===== src/rtl/rv32i_encoder.sv =====
// rv32i_encoder: two-stage RV32I instruction packer.
//   Takes decoded fields (opcode, funct3, funct7, rd/rs1/rs2, immediate),
//   picks the ISA format from the opcode, checks the immediate, and emits
//   the 32-bit instruction word. Errors produce a zero word plus a code.
// Ports:
//   clk, rst              clock, synchronous active-high reset
//   in_valid/in_ready     input stream handshake
//   in_opcode..in_imm     decoded instruction fields
//   out_valid/out_ready   output stream handshake
//   out_inst              packed instruction (0 on error)
//   out_error(_code)      0 none, 1 illegal opcode, 2 imm range, 3 misaligned
//   encoded_count         error-free output handshakes, wraps
module rv32i_encoder #(
  parameter int COUNTER_WIDTH = 32
) (
  input  logic                     clk,
  input  logic                     rst,
  input  logic                     in_valid,
  output logic                     in_ready,
  input  logic [6:0]               in_opcode,
  input  logic [2:0]               in_funct3,
  input  logic [6:0]               in_funct7,
  input  logic [4:0]               in_rd,
  input  logic [4:0]               in_rs1,
  input  logic [4:0]               in_rs2,
  input  logic [31:0]              in_imm,
  output logic                     out_valid,
  input  logic                     out_ready,
  output logic [31:0]              out_inst,
  output logic                     out_error,
  output logic [1:0]               out_error_code,
  output logic [COUNTER_WIDTH-1:0] encoded_count
);

  typedef enum logic [2:0] {
    FMT_R, FMT_SH, FMT_I, FMT_S, FMT_U, FMT_B, FMT_J, FMT_BAD
  } fmt_e;

  typedef struct packed {
    fmt_e        fmt;
    logic [6:0]  opcode;
    logic [2:0]  funct3;
    logic [6:0]  funct7;
    logic [4:0]  rd;
    logic [4:0]  rs1;
    logic [4:0]  rs2;
    logic [31:0] imm;
    logic [1:0]  err;
  } s1_t;

  // vld_pipe[1] = check stage full, vld_pipe[2] = pack/output stage full
  logic [2:1] vld_pipe;
  s1_t        s1_q, s1_d;
  logic       s1_adv, s2_adv;
  logic       rng_ok, mis;
  logic [31:0] pk;

  assign s2_adv    = !vld_pipe[2] || out_ready;
  assign s1_adv    = !vld_pipe[1] || s2_adv;
  assign in_ready  = s1_adv && !rst;
  assign out_valid = vld_pipe[2];

  // Format select and immediate checks on the incoming fields.
  always_comb begin
    s1_d.fmt    = FMT_BAD;
    s1_d.opcode = in_opcode;
    s1_d.funct3 = in_funct3;
    s1_d.funct7 = in_funct7;
    s1_d.rd     = in_rd;
    s1_d.rs1    = in_rs1;
    s1_d.rs2    = in_rs2;
    s1_d.imm    = in_imm;
    rng_ok      = 1'b1;
    mis         = 1'b0;
    case (in_opcode)
      7'h33: s1_d.fmt = FMT_R;
      7'h13: s1_d.fmt = (in_funct3 == 3'd1 || in_funct3 == 3'd5) ? FMT_SH : FMT_I;
      7'h03, 7'h67, 7'h73, 7'h0F: s1_d.fmt = FMT_I;
      7'h23: s1_d.fmt = FMT_S;
      7'h37, 7'h17: s1_d.fmt = FMT_U;
      7'h63: s1_d.fmt = FMT_B;
      7'h6F: s1_d.fmt = FMT_J;
      default: s1_d.fmt = FMT_BAD;
    endcase
    // Signed-range checks: all bits above the sign bit must match it.
    case (s1_d.fmt)
      FMT_SH:       rng_ok = ~|in_imm[31:5];
      FMT_I, FMT_S: rng_ok = (in_imm[31:11] == {21{in_imm[11]}});
      FMT_U:        rng_ok = ~|in_imm[11:0];
      FMT_B: begin
        rng_ok = (in_imm[31:12] == {20{in_imm[12]}});
        mis    = in_imm[0];
      end
      FMT_J: begin
        rng_ok = (in_imm[31:20] == {12{in_imm[20]}});
        mis    = in_imm[0];
      end
      default: rng_ok = 1'b1;
    endcase
    // Priority: illegal opcode > misaligned > range.
    if (s1_d.fmt == FMT_BAD) s1_d.err = 2'd1;
    else if (mis)            s1_d.err = 2'd3;
    else if (!rng_ok)        s1_d.err = 2'd2;
    else                     s1_d.err = 2'd0;
  end

  // Bit packing from the registered fields.
  always_comb begin
    pk = 32'h0;
    case (s1_q.fmt)
      FMT_R:  pk = {s1_q.funct7, s1_q.rs2, s1_q.rs1, s1_q.funct3, s1_q.rd, s1_q.opcode};
      FMT_SH: pk = {s1_q.funct7, s1_q.imm[4:0], s1_q.rs1, s1_q.funct3, s1_q.rd, s1_q.opcode};
      FMT_I:  pk = {s1_q.imm[11:0], s1_q.rs1, s1_q.funct3, s1_q.rd, s1_q.opcode};
      FMT_S:  pk = {s1_q.imm[11:5], s1_q.rs2, s1_q.rs1, s1_q.funct3, s1_q.imm[4:0],
                    s1_q.opcode};
      FMT_U:  pk = {s1_q.imm[31:12], s1_q.rd, s1_q.opcode};
      FMT_B:  pk = {s1_q.imm[12], s1_q.imm[10:5], s1_q.rs2, s1_q.rs1, s1_q.funct3,
                    s1_q.imm[4:1], s1_q.imm[11], s1_q.opcode};
      FMT_J:  pk = {s1_q.imm[20], s1_q.imm[10:1], s1_q.imm[11], s1_q.imm[19:12],
                    s1_q.rd, s1_q.opcode};
      default: pk = 32'h0;
    endcase
    if (s1_q.err != 2'd0) pk = 32'h0;
  end

  always_ff @(posedge clk) begin
    if (rst) begin
      vld_pipe       <= '0;
      s1_q           <= '0;
      out_inst       <= '0;
      out_error      <= 1'b0;
      out_error_code <= 2'd0;
      encoded_count  <= '0;
    end else begin
      if (s1_adv) begin
        vld_pipe[1] <= in_valid;
        if (in_valid) s1_q <= s1_d;
      end
      if (s2_adv) begin
        vld_pipe[2] <= vld_pipe[1];
        if (vld_pipe[1]) begin
          out_inst       <= pk;
          out_error      <= |s1_q.err;
          out_error_code <= s1_q.err;
        end
      end
      if (vld_pipe[2] && out_ready && !out_error)
        encoded_count <= encoded_count + 1'b1;
    end
  end

endmodule

===== config.mk =====
export PLATFORM = sky130hd
export DESIGN_NAME = rv32i_encoder
export DESIGN_NICKNAME = d
export VERILOG_FILES = /design/src/rtl/rv32i_encoder.sv
export SDC_FILE = /design/constraint.sdc
export NUM_CORES = 1
export LEC_CHECK = 0
export CORE_AREA = 8 8 177 95
export DETAILED_ROUTE_END_ITERATION = 6
export DIE_AREA = 0 0 185 103
export HOLD_SLACK_MARGIN = 0.15
export PLACE_DENSITY = 0.72
export RECOVER_POWER = 50
export SETUP_SLACK_MARGIN = 0.3
export SLEW_MARGIN = 20
export SYNTH_ARGS = -nofsm -noshare
export SYNTH_HDL_FRONTEND = slang
export SYNTH_SLANG_ARGS = --single-unit

===== constraint.sdc =====
create_clock -name clk -period 1.8 [get_ports clk]
set_input_delay 0.18 -clock clk [delete_from_list [all_inputs] [get_ports clk]]
set_output_delay 0.18 -clock clk [all_outputs]
set_load 0.05 [all_outputs]

==> results.toml <==
[route]
ant_nets = 0
drc = 0
viasPerCell = 5.41
wl_mm = 22.3
wl_per_cell_um = 19.0
first_pass_iters = 5
vias = 6326
drt-initial-drc-count = 656

[cells_and_area]
area_growth_pct = 59.1
drive_gt1_share_pct = 32.1
nNetsFinal = 1028
num-fill-cells = 1158
instances_no_fill = 1169
antennaDiodeCount = 0
final_cell_area_mm2 = 0.00962
utilization_pct = 67.7

[synth]
synthMuxAreaShare_pct = 3.13
synth_compound_area_share_pct = 17.3
synth_top_family_by_area = "simple AND/OR/NAND/NOR gates"
syn_nets = 824
yosys.area_share.simple_pct = 25.6
synth_fa_ha_area_share_pct = 0.414
seq_area_frac_synth_pct = 45.7
synth.distinct_cells = 48
synthCells = 754
synth_xor_area_share_pct = 4.20
ys_warn_count = 0
syn-cell-area_mm2 = 0.00604
ys_async_sr_fraction_pct = 0
yosys_most_used_dff = "dfxtp_1"
synth-edff-count = 0
synth.ff_latch_count = 138
synth_area_per_cell_um2 = 8.02

[status]
status = "complete, but fails checks"
violations = "negative setup slack"

[pwr]
powerDensity_mw_per_mm2 = 843
p_seq_share_pct = 40.1
switching_power_uw = 2160
swShare_pct = 26.6
total_power_uw = 8100
intPower_uw = 5940
peakVddDrop_uv = 714
p_comb_share_pct = 14.7
p_clk_share_pct = 45.1
leakage_uw = 0.00382

[floorplanning]
initial_core_util_pct = 42.6
rows = 31
core_area_mm2 = 0.0142
die_w_um = 185
dieArea_mm2 = 0.0191
fp.dieH_um = 103
pin_count = 137

[global_route]
overflow = 0
grt_first_pass_wirelength_mm = 33.7
first_global_vias = 5999
track_usage_pct = 22.8
grt_max_degree = 81
antenna_found_initial = 0

[critical_path]
crit_chain = "and4b_2 > buf_6 > nand4_1 > nor3_2 > buf_4 > nand3_2 > xor2_1 > nor2_1"
cp-end-kind = "flip-flop"
critPathRequiredTime_ns = 2.09
arrival_ns = 2.18
reg2reg_from = "out_error"
cpPeakStageDelay_ns = 0.34
slowest_stage = "dfxtp_4"
start_kind = "flip-flop"
critPathKind = "flip-flop to flip-flop"
crit_fanout = 4
crit_path_start = "out_error"

[sta]
worstMarginPinSlew_ns = 0.511
max_freq_mhz = 530
fin_crit_sh_pct = 105
grt_setup_unrepaired = "true"
finalHoldViolations = 0
slew_headroom_pct = 66.1
setup_violations = 10
period_needed_ns = 1.89
layout_setup_ws_ns = -0.0854
finalClockSkew_ns = 0.0105
slew_viol_final = 0

[clock_network]
clk_latency_ns = 0.42
ctsRootBufferMaster = "clkbuf_16"
htreeDepth = 4
cts-buffers-inserted = 17
clock_path_buffers = 2
numClockSinks = 138
path_clk_slew_ns = 0.06
cts_tree = "built"

[placement]
dp.cells = 1115
port_buffers = 136
gp_congestion = 0.913
pre_cts_ws_ns = -0.676
place_hpwl_mm = 15.1
post_dp_cell_area_mm2 = 0.00821

[worst_hold_path]
min-delay-path-class = "input port to flip-flop"
min_from = "in_imm[25]"

[job]
maxCapViolations = 0
synth_stat cells, drive strengths merged, types with 2 or more instances:
cell type | instances | share of area [%]
inv | 12 | 0.75
o21ai | 9 | 0.75
a22o | 13 | 1.9
nand3 | 18 | 1.6
nor4 | 8 | 0.93
mux4 | 5 | 1.9
or3 | 4 | 0.41
and3 | 6 | 0.62
a32oi | 2 | 0.29
buf | 10 | 0.70
a21oi | 86 | 7.1
nand2 | 157 | 9.7
and2 | 6 | 0.62
and4 | 7 | 1.0
nand2b | 6 | 0.62
or4 | 2 | 0.37
nor3b | 2 | 0.25
mux2 | 5 | 0.93
nor2 | 101 | 6.3
nand4 | 8 | 0.83
ha | 2 | 0.41
clkbuf | 35 | 2.2
xor2 | 15 | 2.2
mux2i | 2 | 0.33
o211ai | 2 | 0.25
a211oi | 2 | 0.25
o22ai | 8 | 0.83
a22oi | 33 | 4.1
o2111ai | 2 | 0.29
a41oi | 2 | 0.29
or2 | 2 | 0.21
xnor2 | 14 | 2.0
dfxtp | 138 | 46
nor2b | 8 | 0.83
nor3 | 10 | 0.91
a21o | 4 | 0.50
flip-flops by register name, indices dropped and copies added (netlist names):
register and count:
encoded_count 32, out_error 1, out_error_code 2, out_inst 32, s1_q 69, vld_pipe 2
per-layer routing:
metal	wire length [um]	vias up	track usage, %
met2	8730	289	30.2
met1	10900	2999	34.4
li1	-	3024	-
met3	2530	14	7.70
met5	0	-	0
met4	124	0	4.40
area by class of cell:
cell class	instances	area (um2)	area share, %
Clock buffer	20	489	5.09
Inverter	12	48.8	0.507
Multi-Input combinational cell	559	3580	37.3
Tap cell	198	248	2.58
Sequential cell	138	2840	29.6
Clock inverter	12	135	1.41
Timing Repair Buffer	230	2270	23.6
worst paths after layout:
path                            cells past startpoint                 to  slack, ns
worst max-delay path                                8  encoded_count[24]      -0.09
worst min register to register                      2           s1_q[33]       0.46
worst max register to register                      8  encoded_count[24]      -0.09
worst min-delay path                                3           s1_q[27]       0.17
critical path: cells and delay by family, from the launching register on:
| family | cells | cell delay (ns) |
|---|---|---|
| buffers and inverters | 2 | 0.29 |
| AND/OR/NAND/NOR | 5 | 0.98 |
| XOR/XNOR | 1 | 0.17 |
| flip-flops | 1 | 0.34 |
logic make-up (layout without fill, tap and decap cells):
logic type | count (synthesis) | after routing
fa+ha+maj | 2 | 2
compound gates | 168 | 168
xor+xnor | 29 | 29
buf+inv | 57 | 274
simple gates | 348 | 348
flops | 138 | 138
mux | 12 | 12
placed cells by master (no fill, tap or decap), types with 5 or more instances in the layout:
cell type	count
a21oi_1	82
a22o_1	13
a22oi_2	32
and4_1	7
buf_12	10
buf_4	90
buf_6	12
clkbuf_16	19
clkbuf_2	13
clkdlybuf4s15_1	16
clkdlybuf4s15_2	14
clkdlybuf4s50_1	50
clkinvlp_4	5
dfxtp_1	111
dfxtp_2	9
dfxtp_4	18
dlymetal6s2s_1	13
inv_1	11
mux4_2	5
nand2_1	151
nand2_2	6
nand2b_1	5
nand3_1	16
nand4_1	8
nor2_1	89
nor2_4	8
nor2b_1	5
nor3_2	5
o21ai_0	8
o22ai_1	8
xnor2_1	10
xor2_1	13
repair_timing:
item,4_1_cts,5_1_grt
pin swaps,27,45
resized for setup,149,101
hold endpoints to repair,0,3
hold buffers,0,3
setup buffers,10,4
cloned,5,0
endpoints found under the setup margin,98,88
power groups by stage:
stage / Combinational (uW) / Clock, uW / Sequential [uW]
after floorplan: 466 / 0 / 3340
after detailed placement: 1000 / 0 / 3300
after CTS: 1130 / 3680 / 3240
final: 1190 / 3660 / 3250
after global routing: 1270 / 3820 / 3260
after global placement: 993 / 0 / 3300
stage by stage:
step | hold WS [ns] | TNS (ns)
finish | 0.167 | -0.517
global route | 0.161 | -1.78
global placement | 0.444 | -3.46
CTS | 0.166 | -0.138
detailed placement | 0.445 | -4.78
floorplan | 0.301 | -0.383
No activity file was read; power rests on OpenSTA's default activity.
